**src/rtl/convo_pkg.sv**
```systemverilog
// Shared constants and state encoding for the convolution FIFO feeder.
package convo_pkg;

   localparam int CONVO_WIDTH        = 8;
   localparam int CONVO_ADDR_BIT     = 5;
   localparam int CONVO_MEM_ADDR_BIT = 10;

   typedef enum logic [1:0] {
      IDLE  = 2'd0,
      RUN   = 2'd1,
      DRAIN = 2'd2
   } feeder_state_t;

endpackage

```
**src/rtl/feeder_skid_buf.sv**
```systemverilog
// Two-entry pixel buffer between the RAM read pipeline and the FIFO write port.
module feeder_skid_buf #(
   parameter int WIDTH = 8
) (
   input  logic             clk,
   input  logic             rst,
   input  logic             push_i,
   input  logic [WIDTH-1:0] din_i,
   input  logic             pop_i,
   output logic [WIDTH-1:0] dout_o,
   output logic [1:0]       count_o
);

   logic [WIDTH-1:0] mem_q [2];
   logic             wr_q, rd_q;
   logic [1:0]       cnt_q;

   always_ff @(posedge clk or posedge rst) begin
      if (rst) begin
         mem_q[0] <= '0;
         mem_q[1] <= '0;
         wr_q     <= 1'b0;
         rd_q     <= 1'b0;
         cnt_q    <= 2'd0;
      end else begin
         if (push_i) begin
            mem_q[wr_q] <= din_i;
            wr_q        <= ~wr_q;
         end
         if (pop_i) rd_q <= ~rd_q;
         cnt_q <= cnt_q + 2'(push_i) - 2'(pop_i);
      end
   end

   assign dout_o  = mem_q[rd_q];
   assign count_o = cnt_q;

endmodule

```
**src/rtl/convo_fifo_feeder.sv**
```systemverilog
// Streams a row-major feature map from a synchronous-read RAM into the line-buffer FIFO.
// Define CONVO_FEEDER_ZERO_PAD_EN to wrap the map in a 1-pixel zero border.
module convo_fifo_feeder
   import convo_pkg::*;
#(
   parameter int WIDTH        = CONVO_WIDTH,
   parameter int ADDR_BIT     = CONVO_ADDR_BIT,
   parameter int MEM_ADDR_BIT = CONVO_MEM_ADDR_BIT
) (
   input  logic                    clk,
   input  logic                    rst,
   input  logic                    start,
   input  logic [MEM_ADDR_BIT-1:0] base_addr,
   input  logic [ADDR_BIT-1:0]     row_len,
   input  logic [ADDR_BIT-1:0]     num_rows,
   output logic                    mem_ren,
   output logic [MEM_ADDR_BIT-1:0] mem_addr,
   input  logic [WIDTH-1:0]        mem_rdata,
   input  logic                    fifo_full,
   output logic                    fifo_wen,
   output logic [WIDTH-1:0]        fifo_in,
   output logic                    busy,
   output logic                    done,
   output logic [2*ADDR_BIT-1:0]   pix_cnt
);

`ifdef CONVO_FEEDER_ZERO_PAD_EN
   localparam bit PAD_EN = 1'b1;
`else
   localparam bit PAD_EN = 1'b0;
`endif
   localparam int            CW    = ADDR_BIT + 1;
   localparam logic [CW-1:0] PAD_W = PAD_EN ? CW'(2) : CW'(0);

   feeder_state_t           state_q, state_d;
   logic [MEM_ADDR_BIT-1:0] addr_q, addr_d;
   logic [CW-1:0]           row_q, row_d, col_q, col_d;
   logic [ADDR_BIT-1:0]     rl_q, rl_d, nr_q, nr_d;
   logic [2*ADDR_BIT-1:0]   pix_q, pix_d;
   logic                    done_q, done_d, infl_q, infl_d, pad_q, pad_d;

   logic                    idle, start_ok, zero_dim, border, last, rd_go, can_rd, wen;
   logic [ADDR_BIT-1:0]     rl_cur, nr_cur;
   logic [CW-1:0]           lim_c, lim_r, cur_row, cur_col;
   logic [MEM_ADDR_BIT-1:0] cur_addr;
   logic [1:0]              cnt, occ;
   logic [WIDTH-1:0]        head, push_data;

   // A border slot travels the same 1-cycle pipe as a RAM read so ordering is preserved.
   assign push_data = pad_q ? '0 : mem_rdata;
   assign wen       = (cnt != 2'd0) & ~fifo_full;

   feeder_skid_buf #(.WIDTH(WIDTH)) u_skid (
      .clk     (clk),
      .rst     (rst),
      .push_i  (infl_q),
      .din_i   (push_data),
      .pop_i   (wen),
      .dout_o  (head),
      .count_o (cnt)
   );

   always_comb begin
      idle     = (state_q == IDLE);
      start_ok = idle & start;
      rl_cur   = idle ? row_len  : rl_q;
      nr_cur   = idle ? num_rows : nr_q;
      zero_dim = (rl_cur == '0) | (nr_cur == '0);
      lim_c    = CW'(rl_cur) + PAD_W;
      lim_r    = CW'(nr_cur) + PAD_W;
      cur_row  = idle ? '0 : row_q;
      cur_col  = idle ? '0 : col_q;
      cur_addr = idle ? base_addr : addr_q;
      border   = PAD_EN & ((cur_row == '0) | (cur_row == lim_r - CW'(1)) |
                           (cur_col == '0) | (cur_col == lim_c - CW'(1)));
      last     = (cur_row == lim_r - CW'(1)) & (cur_col == lim_c - CW'(1));
      occ      = {1'b0, infl_q} + cnt;
      can_rd   = (occ < 2'd2) | ((occ == 2'd2) & wen);
      // The first read goes out in the start cycle to reach the FIFO two cycles later.
      rd_go    = start_ok ? ~zero_dim : ((state_q == RUN) & can_rd);
   end

   always_comb begin
      state_d = state_q;
      addr_d  = addr_q;
      row_d   = row_q;
      col_d   = col_q;
      rl_d    = rl_q;
      nr_d    = nr_q;
      pix_d   = pix_q + (2*ADDR_BIT)'(wen);
      done_d  = 1'b0;
      infl_d  = rd_go;
      pad_d   = rd_go & border;
      case (state_q)
         IDLE: begin
            if (start) begin
               rl_d   = row_len;
               nr_d   = num_rows;
               pix_d  = '0;
               addr_d = base_addr;
               row_d  = '0;
               col_d  = '0;
               done_d = zero_dim;
            end
         end
         RUN: ;
         DRAIN: begin
            if (~infl_q & ((cnt == 2'd0) | ((cnt == 2'd1) & wen))) begin
               state_d = IDLE;
               done_d  = 1'b1;
            end
         end
         default: state_d = IDLE;
      endcase
      if (rd_go) begin
         if (~border) addr_d = cur_addr + MEM_ADDR_BIT'(1);
         state_d = last ? DRAIN : RUN;
         if (cur_col == lim_c - CW'(1)) begin
            col_d = '0;
            row_d = cur_row + CW'(1);
         end else begin
            col_d = cur_col + CW'(1);
            row_d = cur_row;
         end
      end
   end

   always_ff @(posedge clk or posedge rst) begin
      if (rst) begin
         state_q <= IDLE;
         addr_q  <= '0;
         row_q   <= '0;
         col_q   <= '0;
         rl_q    <= '0;
         nr_q    <= '0;
         pix_q   <= '0;
         done_q  <= 1'b0;
         infl_q  <= 1'b0;
         pad_q   <= 1'b0;
      end else begin
         state_q <= state_d;
         addr_q  <= addr_d;
         row_q   <= row_d;
         col_q   <= col_d;
         rl_q    <= rl_d;
         nr_q    <= nr_d;
         pix_q   <= pix_d;
         done_q  <= done_d;
         infl_q  <= infl_d;
         pad_q   <= pad_d;
      end
   end

   assign mem_ren  = rd_go & ~border;
   assign mem_addr = mem_ren ? cur_addr : '0;
   assign fifo_wen = wen;
   assign fifo_in  = head;
   assign busy     = (state_q != IDLE);
   assign done     = done_q;
   assign pix_cnt  = pix_q;

endmodule

```
**config.mk**
```make
export PLATFORM = sky130hd
export DESIGN_NAME = convo_fifo_feeder
export DESIGN_NICKNAME = d
export VERILOG_FILES = /design/src/rtl/convo_pkg.sv /design/src/rtl/feeder_skid_buf.sv /design/src/rtl/convo_fifo_feeder.sv
export SDC_FILE = /design/constraint.sdc
export NUM_CORES = 1
export LEC_CHECK = 0
export ABC_AREA = 1
export BUFFER_PORTS_ARGS = -buffer_cell sky130_fd_sc_hd__buf_2
export CORE_MARGIN = 5
export CORE_UTILIZATION = 55
export CTS_CLUSTER_DIAMETER = 200
export CTS_CLUSTER_SIZE = 30
export DETAILED_ROUTE_END_ITERATION = 10
export GPL_ROUTABILITY_DRIVEN = 0
export PLACE_DENSITY = 0.8
export SKIP_LAST_GASP = 1
export SLEW_MARGIN = 0
export SYNTH_ARGS = -nofsm -noshare
export SYNTH_HDL_FRONTEND = slang
export SYNTH_SLANG_ARGS = --single-unit
export TNS_END_PERCENT = 100
```
**constraint.sdc**
```tcl
create_clock -name clk -period 5.6 [get_ports clk]
set_clock_uncertainty 0.2 [all_clocks]
set_input_delay 0.56 -clock clk [delete_from_list [all_inputs] [get_ports clk]]
set_output_delay 0.56 -clock clk [all_outputs]
set_load 0.01 [all_outputs]
```
==> reports/metrics.cfg <==
[status]
status=finished, final reports clean

[routing]
via_per_inst=5.10
drtIter0Drc=205
routed-via-count=3599
first_pass_iters=4
drc=0
antenna_left=0
wl_per_cell_um=12.7
drt_wl_total_mm=8.97

[sta]
hold_viol=0
worst_pin_slew_ps=832
final-setup-viol-count=0
whs_ps=247
fmax_mhz=253
setup_tns_ps=0
rsz0062_at_grt=no
period_share_pct=70.5
final_max_slew_viol_count=0
fin_crit_ps=3950
slew_headroom_pct=44.5

[yosys]
ys.warnings.count=0
avgSynthCellArea_um2=7.63
synth_top_cell_by_area=dfrtp_1
synth_area_leaders=dfrtp_1 (40%), nand2_1 (13%), inv_1 (6.6%)
synth_top_area_share_pct=40.1
seq_area_frac_synth_pct=40.1
ys_ff_latch=66
netlist_area_mm2=0.00412
synth_edf_count=0
synthCells=540
yosys_most_used_dff=dfrtp_1
ys_types=33
syn-num-nets=582
async_flop_share_pct=100

[die]
initial_core_util_pct=56.5
fp.dieH_um=96.5
core_area_mm2=0.00729
rows=31
dieWidth_um=96.5
die_area_mm2=0.00932
io_pins=64

[critical_path]
crit_type=reg -> out
cp_slowest_cell=nor2_4
critPathMaxFanout=23
r2r-start=state_q[1]
cp-end-kind=output port
startpoint_type=flop
cp.arrival_ps=3190
worstPathRequired_ps=4840
worstPathCellList=nor2_4 -> buf_4 -> nand2_1 -> o21ai_2 -> inv_1 -> ha_1 -> nand3_1 -> nand2_1 -> nand2_2 -> nand2_4 -> inv_2 -> buf_2
r2r_slack_ps=2360
cpPeakStageDelay_ps=480
rr_endpoint=state_q[0]
cpMostUsedCell=nand2_1
reg2reg_depth=14

[worst_hold_path]
hp-start=num_rows[0]
min_path_cells=3
hp-class=in -> reg
min_to=nr_q[0]

[cts]
postCtsSetupRepairBufs=0
tritoncts=built
cts_sinks=66
post_cts_resized=0
path_clk_slew_ps=80
numCtsBuffers=9
clk-insertion-delay-late_ps=360
cts-root-buf=clkbuf_8
cts.path.max_buffers=2
postCtsHoldBufs=0
h-tree-depth=3

[cells_and_area]
n_antenna_cell=0
area_growth_pct=13.1
fillers=682
seqCellArea_mm2=0.00165
nets=644
drive_above_1_share_pct=21.4
multi_input_area_mm2=0.00206

[grt]
grt_pass1_vias=3539
grt_pass1_wl_mm=15.5
overflow=0
antenna_found_initial=0
grt_max_degree=67
grt_usage_pct=21.2

[job]
maxCapViolCount=0

[placed_design]
dpl.hpwl_mm=6.45
portBuffers=63

[pwr]
power.total_mw=2.93
power.density_mw_per_mm2=628
power.leakage_nw=2.45
peakVddDrop_v=0.000212

-- worst max-delay path by stage --
stage                from  cells after the start  slack [ps]          end
2_1_floorplan  state_q[1]                     13        2730  mem_addr[2]
3_3_place_gp   state_q[1]                     12        2160      mem_ren
3_5_place_dp   state_q[1]                     12        2060      mem_ren
4_1_cts        state_q[1]                     12        1650      mem_ren
5_1_grt        state_q[1]                     12        1390      mem_ren
6_report       state_q[1]                     12        1650      mem_ren
-- critical path: cells and delay by family, from the launching register on --
kind	cells	cell delay, ps
AOI/OAI and AO/OA	1	110
adders and majority gates	1	200
buffers and inverters	4	930
DFF	1	460
and+or+nand+nor	6	1140
-- final cells by class --
class,instances,area share (%)
Clock buffer,9,2.66
Clock inverter,7,1.32
Inverter,77,6.21
Multi-Input combinational cell,381,44.3
Sequential cell,66,35.5
Tap cell,99,2.66
Timing Repair Buffer,67,7.42
-- through the flow --
stage	std cells	instance area, um^2	util [%]	setup slack, ps
CTS	706	4660	63.9	1650
global placement	690	4470	61.3	2160
floorplan	540	4120	-	2730
detailed placement	690	4470	61.3	2060
finish	706	4660	63.9	1650
global route	706	4660	63.9	1390
-- synthesized netlist by cell type (2+ instances only) --
master	instances
buf_4	2
nand3_1	42
xor2_1	16
buf_6	4
nor2_1	35
a21oi_1	12
a31oi_1	2
mux2_2	8
o21ai_2	5
o21ai_1	12
nor2_2	6
nor2_4	5
inv_2	5
xnor2_1	7
o22ai_1	8
inv_1	72
nand2_2	6
nor3_1	3
o21ai_0	42
buf_2	2
clkbuf_1	7
nand2_1	139
nand2_4	9
nand4_1	5
o211ai_1	3
or2_2	2
ha_1	10
dfrtp_1	66
-- kinds of logic (layout without fill, tap and decap cells) --
| logic type | count (synthesis) | after routing | synth area share, % |
|---|---|---|---|
| AND/OR/NAND/NOR | 254 | 254 | 28.4 |
| buffers and inverters | 93 | 160 | 9.84 |
| AO/OA/AOI/OAI | 85 | 85 | 11.3 |
| flip-flops | 66 | 66 | 40.1 |
| XOR/XNOR | 23 | 23 | 4.89 |
| adder cells (fa/ha/maj) | 10 | 10 | 3.04 |
| multiplexers | 9 | 9 | 2.43 |
-- power breakdown --
group,switching (mW),leakage (nW),internal [mW],total [mW]
clock network,0.218,0.0888,0.169,0.387
registers,0.118,0.819,0.686,0.804
logic,1.10,1.54,0.639,1.73
total,1.43,2.45,1.49,2.93
-- state kept, by name (all words and copies together), names as in the netlist, 5 cells and up --
register and cells:
row_q 6, addr_q 10, pix_cnt 10, rl_q 5
col_q 6, u_skid.mem_q 16, nr_q 5
-- placed cells by master, fill, tap and decap left out, drive strengths merged --
cell      count
a21oi        12
a31oi         2
and3          1
buf          67
clkbuf        9
clkinv        1
clkinvlp      2
dfrtp        66
ha           10
inv          81
mux2          8
mux2i         1
nand2       154
nand3        42
nand3b        1
nand4         5
nor2         46
nor3          3
o211ai        3
o21ai        59
o21bai        1
o22ai         8
or2           2
xnor2         7
xor2         16
-- routing by layer --
metal	vias up	routed length (um)	track usage [%]
li1	1853	-	-
met1	1663	4190	27.2
met2	74	4180	35.3
met3	9	502	4.88
met4	0	95	6.66
met5	-	0	0
No activity file was read; power rests on OpenSTA's default activity.
